**config.mk**
```make
export PLATFORM = sky130hd
export DESIGN_NAME = mem_wb_stage
export DESIGN_NICKNAME = d
export VERILOG_FILES = /design/src/rtl/mem_wb_stage.sv
export SDC_FILE = /design/constraint.sdc
export NUM_CORES = 1
export LEC_CHECK = 0
export CORE_ASPECT_RATIO = 1.75
export CORE_MARGIN = 3
export CORE_UTILIZATION = 38
export CTS_CLUSTER_SIZE = 24
export DETAILED_ROUTE_END_ITERATION = 8
export PLACE_DENSITY = 0.9
export SYNTH_ARGS = -nofsm -noshare
export SYNTH_HDL_FRONTEND = slang
export SYNTH_SLANG_ARGS = --single-unit
```
**constraint.sdc**
```tcl
create_clock -name clk -period 1.7 [get_ports clk]
set_input_delay 0.51 -clock clk [delete_from_list [all_inputs] [get_ports clk]]
set_output_delay 0.51 -clock clk [all_outputs]
set_load 0.02 [all_outputs]
```
**src/rtl/mem_wb_stage.sv**
```systemverilog
// rtl/mem_wb_stage.sv - MEM/WB pipeline register with load extraction, write-back mux and HALT detection
// Optional retired-instruction counter enabled by defining MEMWB_RETIRE_CNT_EN.
module mem_wb_stage #(
    parameter int msb  = 31,
    parameter int RD_W = 5
) (
    input  logic            clk,
    input  logic            reset,
    input  logic            in_enable,
    input  logic            in_flush,
    input  logic            in_valid,
    input  logic [msb:0]    in_mem_data,
    input  logic [msb:0]    in_EXMEM_ALU,
    input  logic [RD_W-1:0] in_rd,
    input  logic [1:0]      in_regWB,
    input  logic [2:0]      in_ld_type,
    input  logic            in_halt,
    output logic [msb:0]    out_wb_data,
    output logic [RD_W-1:0] out_wb_rd,
    output logic            out_RegWrite,
    output logic            out_MEMWB_valid,
    output logic            out_halted,
    output logic [31:0]     out_retired
);

    logic [msb:0]    r_wb_data;
    logic [RD_W-1:0] r_wb_rd;
    logic            r_reg_write;
    logic            r_valid;
    logic            r_halted;

    logic            w_capture;
    logic            w_reg_write;
    logic [7:0]      w_byte;
    logic [15:0]     w_half;
    logic [msb:0]    w_load;
    logic [msb:0]    w_wb_data;

    // A retired HALT freezes the whole stage until reset.
    assign w_capture = in_enable && !r_halted;

    always_comb begin
        w_byte = in_mem_data[7:0];
        case (in_EXMEM_ALU[1:0])
            2'd0:    w_byte = in_mem_data[7:0];
            2'd1:    w_byte = in_mem_data[15:8];
            2'd2:    w_byte = in_mem_data[23:16];
            default: w_byte = in_mem_data[31:24];
        endcase
        w_half = in_EXMEM_ALU[1] ? in_mem_data[31:16] : in_mem_data[15:0];

        w_load = in_mem_data;
        case (in_ld_type[1:0])
            2'b00:   w_load = in_ld_type[2] ? {{(msb-7){1'b0}}, w_byte}
                                            : {{(msb-7){w_byte[7]}}, w_byte};
            2'b01:   w_load = in_ld_type[2] ? {{(msb-15){1'b0}}, w_half}
                                            : {{(msb-15){w_half[15]}}, w_half};
            default: w_load = in_mem_data;
        endcase

        w_wb_data   = in_regWB[0] ? w_load : in_EXMEM_ALU;
        w_reg_write = in_regWB[1] && in_valid && !in_halt && (in_rd != '0);
    end

    always_ff @(posedge clk or negedge reset) begin
        if (!reset) begin
            r_wb_data   <= '0;
            r_wb_rd     <= '0;
            r_reg_write <= 1'b0;
            r_valid     <= 1'b0;
            r_halted    <= 1'b0;
        end else if (w_capture) begin
            if (in_flush) begin
                r_wb_data   <= '0;
                r_wb_rd     <= '0;
                r_reg_write <= 1'b0;
                r_valid     <= 1'b0;
            end else begin
                r_wb_data   <= w_wb_data;
                r_wb_rd     <= in_rd;
                r_reg_write <= w_reg_write;
                r_valid     <= in_valid;
                if (in_valid && in_halt)
                    r_halted <= 1'b1;
            end
        end
    end

`ifdef MEMWB_RETIRE_CNT_EN
    logic [31:0] r_retired;
    logic        w_retire;

    assign w_retire = w_capture && in_valid && !in_flush;

    always_ff @(posedge clk or negedge reset) begin
        if (!reset)
            r_retired <= 32'd0;
        else if (w_retire && (r_retired != 32'hFFFF_FFFF))
            r_retired <= r_retired + 32'd1;
    end

    assign out_retired = r_retired;
`else
    assign out_retired = 32'd0;
`endif

    assign out_wb_data     = r_wb_data;
    assign out_wb_rd       = r_wb_rd;
    assign out_RegWrite    = r_reg_write;
    assign out_MEMWB_valid = r_valid;
    assign out_halted      = r_halted;

endmodule

```
Word level (Yosys, flattened, before mapping)
Cells that the tools add are included.

cells by class
  eq/ne operators = 3
  mux-type cells = 10
  bitwise logic cells = 1
  reduce and logical (&&, ||, !) cells = 11

operator list
  cell                                                              number
  32-bit 2-to-1 mux                                                 4
  32-bit one-hot mux with 2 select lines                            1
  8-bit one-hot mux with 3 select lines                             1
  16-bit 2-to-1 mux                                                 1
  1-bit logical AND                                                 5
  5-bit 2-to-1 mux                                                  1
  5-bit nonzero test                                                1
  2-bit by 1-bit == test with 1-bit output (second input constant)  2
  2-bit logical NOT                                                 2
  3-bit AND reduction                                               1
  2-bit == test (second input constant)                             1
  1-bit logical NOT                                                 2
  1-bit 2-to-1 mux                                                  2
  1-bit inverter                                                    1

storage, ports and cells
  register bits after elaboration = 40

Logic depth before layout (Yosys ltp)
  depth in word-level cells = 6
  mapped depth = 7
  mapped depth without buffers = 4

Least setup slack after synthesis
No wires, ideal clock.

  path kind = input port to flip-flop
  from = input in_EXMEM_ALU[1]
  to = register r_wb_data[8], in the netlist out_wb_data[8]
  arrival = 1.520 ns
  required time = 1.572 ns
  setup slack = 0.051 ns
  cell stages on the path = 5
  buffers on the path = 2
  path through = buf_4 -> buf_2 -> mux2_2 -> a221oi_1 -> o21ai_1

on the way
  word-level cells in the longest chain between the ends = 6
  elaborated cells on any way between the ends = 10

RTL lines
  what                                        RTL line  text
  from (decl)                                 13        input logic [msb:0] in_EXMEM_ALU,
  2-bit == test (tied with other cells)       44        case (in_EXMEM_ALU[1:0])
  8-bit one-hot mux with 3 select lines       44
  32-bit 2-to-1 mux                           54        2'b00: w_load = in_ld_type[2] ? {{(msb-7){1'b0}}, w_byte}
  32-bit one-hot mux with 2 select lines (*)  53        case (in_ld_type[1:0])
  32-bit 2-to-1 mux (*)                       61        w_wb_data = in_regWB[0] ? w_load : in_EXMEM_ALU;
  32-bit 2-to-1 mux (*)                       73        if (in_flush) begin
  to (signal assigned)                        79        r_wb_data <= w_wb_data;
  to (decl)                                   26        logic [msb:0] r_wb_data;

Every way passes the cells marked *; elsewhere a longest branch is shown, timed or not.
A chain may end at the register's enable or synchronous reset.

Final worst setup path
  from = input in_mem_data[15]
  to = register r_wb_data[18], in the netlist out_wb_data[18]

on the way
  word-level cells in the longest chain between the ends = 5
  elaborated cells on any way between the ends = 7

RTL lines
  what                                                                               RTL line  text
  from (decl)                                                                        12        input logic [msb:0] in_mem_data,
  8-bit one-hot mux with 3 select lines / 16-bit 2-to-1 mux (equally long branches)  44, 50
  32-bit 2-to-1 mux (on tied branches)                                               54, 56
  32-bit one-hot mux with 2 select lines (*)                                         53
  32-bit 2-to-1 mux (*)                                                              61
  32-bit 2-to-1 mux (*)                                                              73

Marked as above.

==> metrics.md <==
| Metric | Value |
|---|---|
| Combinational power share | `0.409` |
| Post-synth cell types | `between 40 and 50` |
| Clk network pwr share | `0.258` |
| Root Driver | `clkbuf_16` |
| Worst path required time | `1.86 ns` |
| Final Hold Viols | `0` |
| Area contributors post-synth | `dfrtp_1 (39%), buf_4 (10%), a222oi_1 (6.3%), nand2_1 (5.9%), o21ai_0 (3.9%)` |
| Minimum clock period | `1.67 ns` |
| H-tree levels | `2` |
| Tcrit/Tclk final | `0.985` |
| Post-synth top area share | `0.391` |
| Worst r2r src | `out_halted` |
| Slew Limit Headroom | `0.657` |
| Placement Rows | `39` |
| Setup ws final | `0.0256 ns` |
| Initial antenna violation count | `0` |
| CP Class | `primary input to flip-flop` |
| Layout area overhead | `66.8%` |
| Worst hold path class | `primary input to async pin` |
| Synth async-reset ratio | `1.00` |
| Synth Flop Type | `dfrtp_1` |
| Ports | `152` |
| Remaining DRCs | `0` |
| # hold bufs at CTS | `0` |
| Synth Cell Area | `2560 µm²` |
| Tot GR Track Use | `0.238` |
| Max Slew Vio Count | `0` |
| Sequential share of power | `0.333` |
| Pwr per Cell Area | `1030 nW/µm²` |
| Crit path capture type | `flip-flop` |
| Clk pin slew, worst setup/hold paths | `0.06 ns` |
| VDD IR max | `between 0.0006 and 0.0007 V` |
| PortBufs | `119` |
| Total wire length | `approximately 9.3 mm` |
| CTS sink count | `40` |
| Most frequent cells in the layout | `clkdlybuf4s50_1 (66), dlygate4sd2_1 (48), buf_4 (46)` |
| Final nets | `roughly 520` |
| Syn_area_per_cell | `9.21 µm²` |
| Sequential element share of the synthesized area | `0.391` |
| Longest Clk Path Bufs | `2` |
| DR vias/cell | `roughly 5.5` |
| P_sw | `0.00156 W` |
| RSZ-0062 raised after global routing | `true` |
| Max Cap Violations | `0` |
| FF+latch count, synth | `40` |
| Grt total ovfl | `0` |
| CP Launch Type | `primary input` |
| Number of buffers created by CTS | `5` |
| Largest net degree at the start of global routing | `41` |
| Die X | `68.1 µm` |
| Outcome | `finished, final reports clean` |
| Final setup violation count | `0` |
| Drt pass-1 iters | `8` |
| Leakage | `2.08 nW` |
| Initial cell density of the core | `0.392` |
| Final Cell Area | `4270 µm²` |
| Drt wl/cell | `between 15 and 20 µm` |
| Synth area leader | `dfrtp_1` |
| Reg2reg path depth | `4` |
| Yosys warnings | `0` |
| CTS tree | `done` |
| P_int | `between 0.002 and 0.003 W` |
| HPWL Detailed | `7.12 mm` |
| Commonest non-fill, non-tap cell in the layout | `clkdlybuf4s50_1` |
| Initial DRC Count | `between 200 and 300` |
| Worst R2R Setup Slack | `approximately 0.22 ns` |
| Core Area | `between 6000 and 7000 µm²` |
| Clk_lat worst skew | `approximately 0.28 ns` |
| Crit path launch | `in_mem_data[15]` |
| Die H | `115 µm` |
| Critical path capture point | `out_wb_data[18]` |
| Number of global-route vias before repair | `2864` |
| Pre-CTS setup slack | `-0.635 ns` |
| Die area | `7800 µm²` |
| Antenna cell count | `0` |
| Setup Skew | `around 0.0018 ns` |
| Worst r2r dst | `out_wb_data[13]` |
| Fmax | `between 500 and 600 MHz` |
| Layout cells sized above 1 | `0.204` |
| Sw Share | `0.354` |
| RD Place Congestion | `about 0.86` |
| Crit Path Max Fanout | `8` |
| Detail Route Antenna Nets | `0` |
| Placed cell areas | `3980 µm²` |
| PnR Total Power | `0.00441 W` |
| Number of synthesized flops with an enable pin | `0` |
| Global-route wire length before repair | `14.0 mm` |
| Worst Path Arrival | `approximately 1.8 ns` |
| Vias post-DR | `between 2000 and 3000` |
| Slew @ Worst Pin | `0.515 ns` |
| Syn Inst Count | `278` |
-- per-layer routing --
layer  GRT usage  up-vias  routed length [µm]
li1            -     1285                   -
met1       0.247     1338                3190
met2       0.445      177                5110
met3      0.0432       32                 717
met4      0.0983        0                 306
met5           0        -                   0
-- cell usage after synthesis, drive strengths merged (2+ instances only) --
cell type,count
nor4bb,2
or3,14
o21ai,30
a221oi,3
clkbuf,9
a211oi,5
a222oi,16
nand2b,8
nor3,5
dfrtp,40
mux2i,9
clkinv,2
o22ai,7
buf,43
nor2,3
mux2,2
inv,2
o211ai,2
nor3b,2
a22oi,7
nor2b,8
a21oi,6
nand2,40
-- timing repair --
| item | CTS | global route |
|---|---|---|
| endpoints found under the setup margin | 72 | 31 |
| resized for setup | 71 | 9 |
| setup buffers | 7 | 1 |
| gates cloned | 1 | 0 |
| pin swaps | 7 | 3 |
-- metrics by stage --
step                      std cells  TNS, ns  utilization  hold WS, ns
after global routing            519   -0.174        0.653        0.335
after global placement          502   -17.29        0.609        0.451
after floorplan                 309        0            -        0.214
final                           519        0        0.653        0.288
after CTS                       518        0        0.650        0.308
after detailed placement        502   -18.08        0.609        0.470
-- worst min path at each step --
stage	end	slack [ns]	cells after the start
after floorplan	out_MEMWB_valid	0.21	0
after global placement	out_RegWrite	0.45	2
after detailed placement	out_RegWrite	0.47	2
after CTS	out_wb_data[2]	0.31	2
after global routing	out_halted	0.33	2
final	out_wb_data[14]	0.29	2
-- final cells by class --
| type | instances | area (µm²) |
|---|---|---|
| Fill cell | 543 | 2270 |
| Timing Repair Buffer | 172 | 1580 |
| Multi-Input combinational cell | 213 | 1390 |
| Sequential cell | 40 | 1000 |
| Clock buffer | 7 | 153 |
| Tap cell | 82 | 103 |
| Clock inverter | 1 | 30.0 |
| Inverter | 4 | 15.0 |
-- sequential cells by signal, indices dropped and copies added (netlist names) --
register / flops
out_RegWrite: 1
out_MEMWB_valid: 1
out_halted: 1
out_wb_rd: 5
out_wb_data: 32
-- logic make-up (layout without fill, tap and decap cells) --
logic type,count (synthesis),in the layout,share of synthesized area
AO/OA/AOI/OAI,84,84,0.241
AND/OR/NAND/NOR,86,86,0.176
multiplexers,11,11,0.0469
other,1,32,0.00146
flip-flops,40,40,0.391
buffers and inverters,56,184,0.144
-- power by group through the flow --
stage          combinational (W)  clock (W)  sequential, W
2_1_floorplan           0.000549          0        0.00189
3_3_place_gp             0.00198          0        0.00148
3_5_place_dp             0.00202          0        0.00149
4_1_cts                  0.00180    0.00115        0.00147
5_1_grt                  0.00194    0.00118        0.00151
6_report                 0.00180    0.00114        0.00147
-- worst max-delay path, cell delays in order --
cell and delay, ns:
dlygate4sd2_1 0.29, mux2i_2 0.19, buf_4 0.15, nor3_2 0.04, o311ai_4 0.29, bufbuf_16 0.32, nand2_1 0.05
Note: power is estimated with default switching activity, not from simulation.
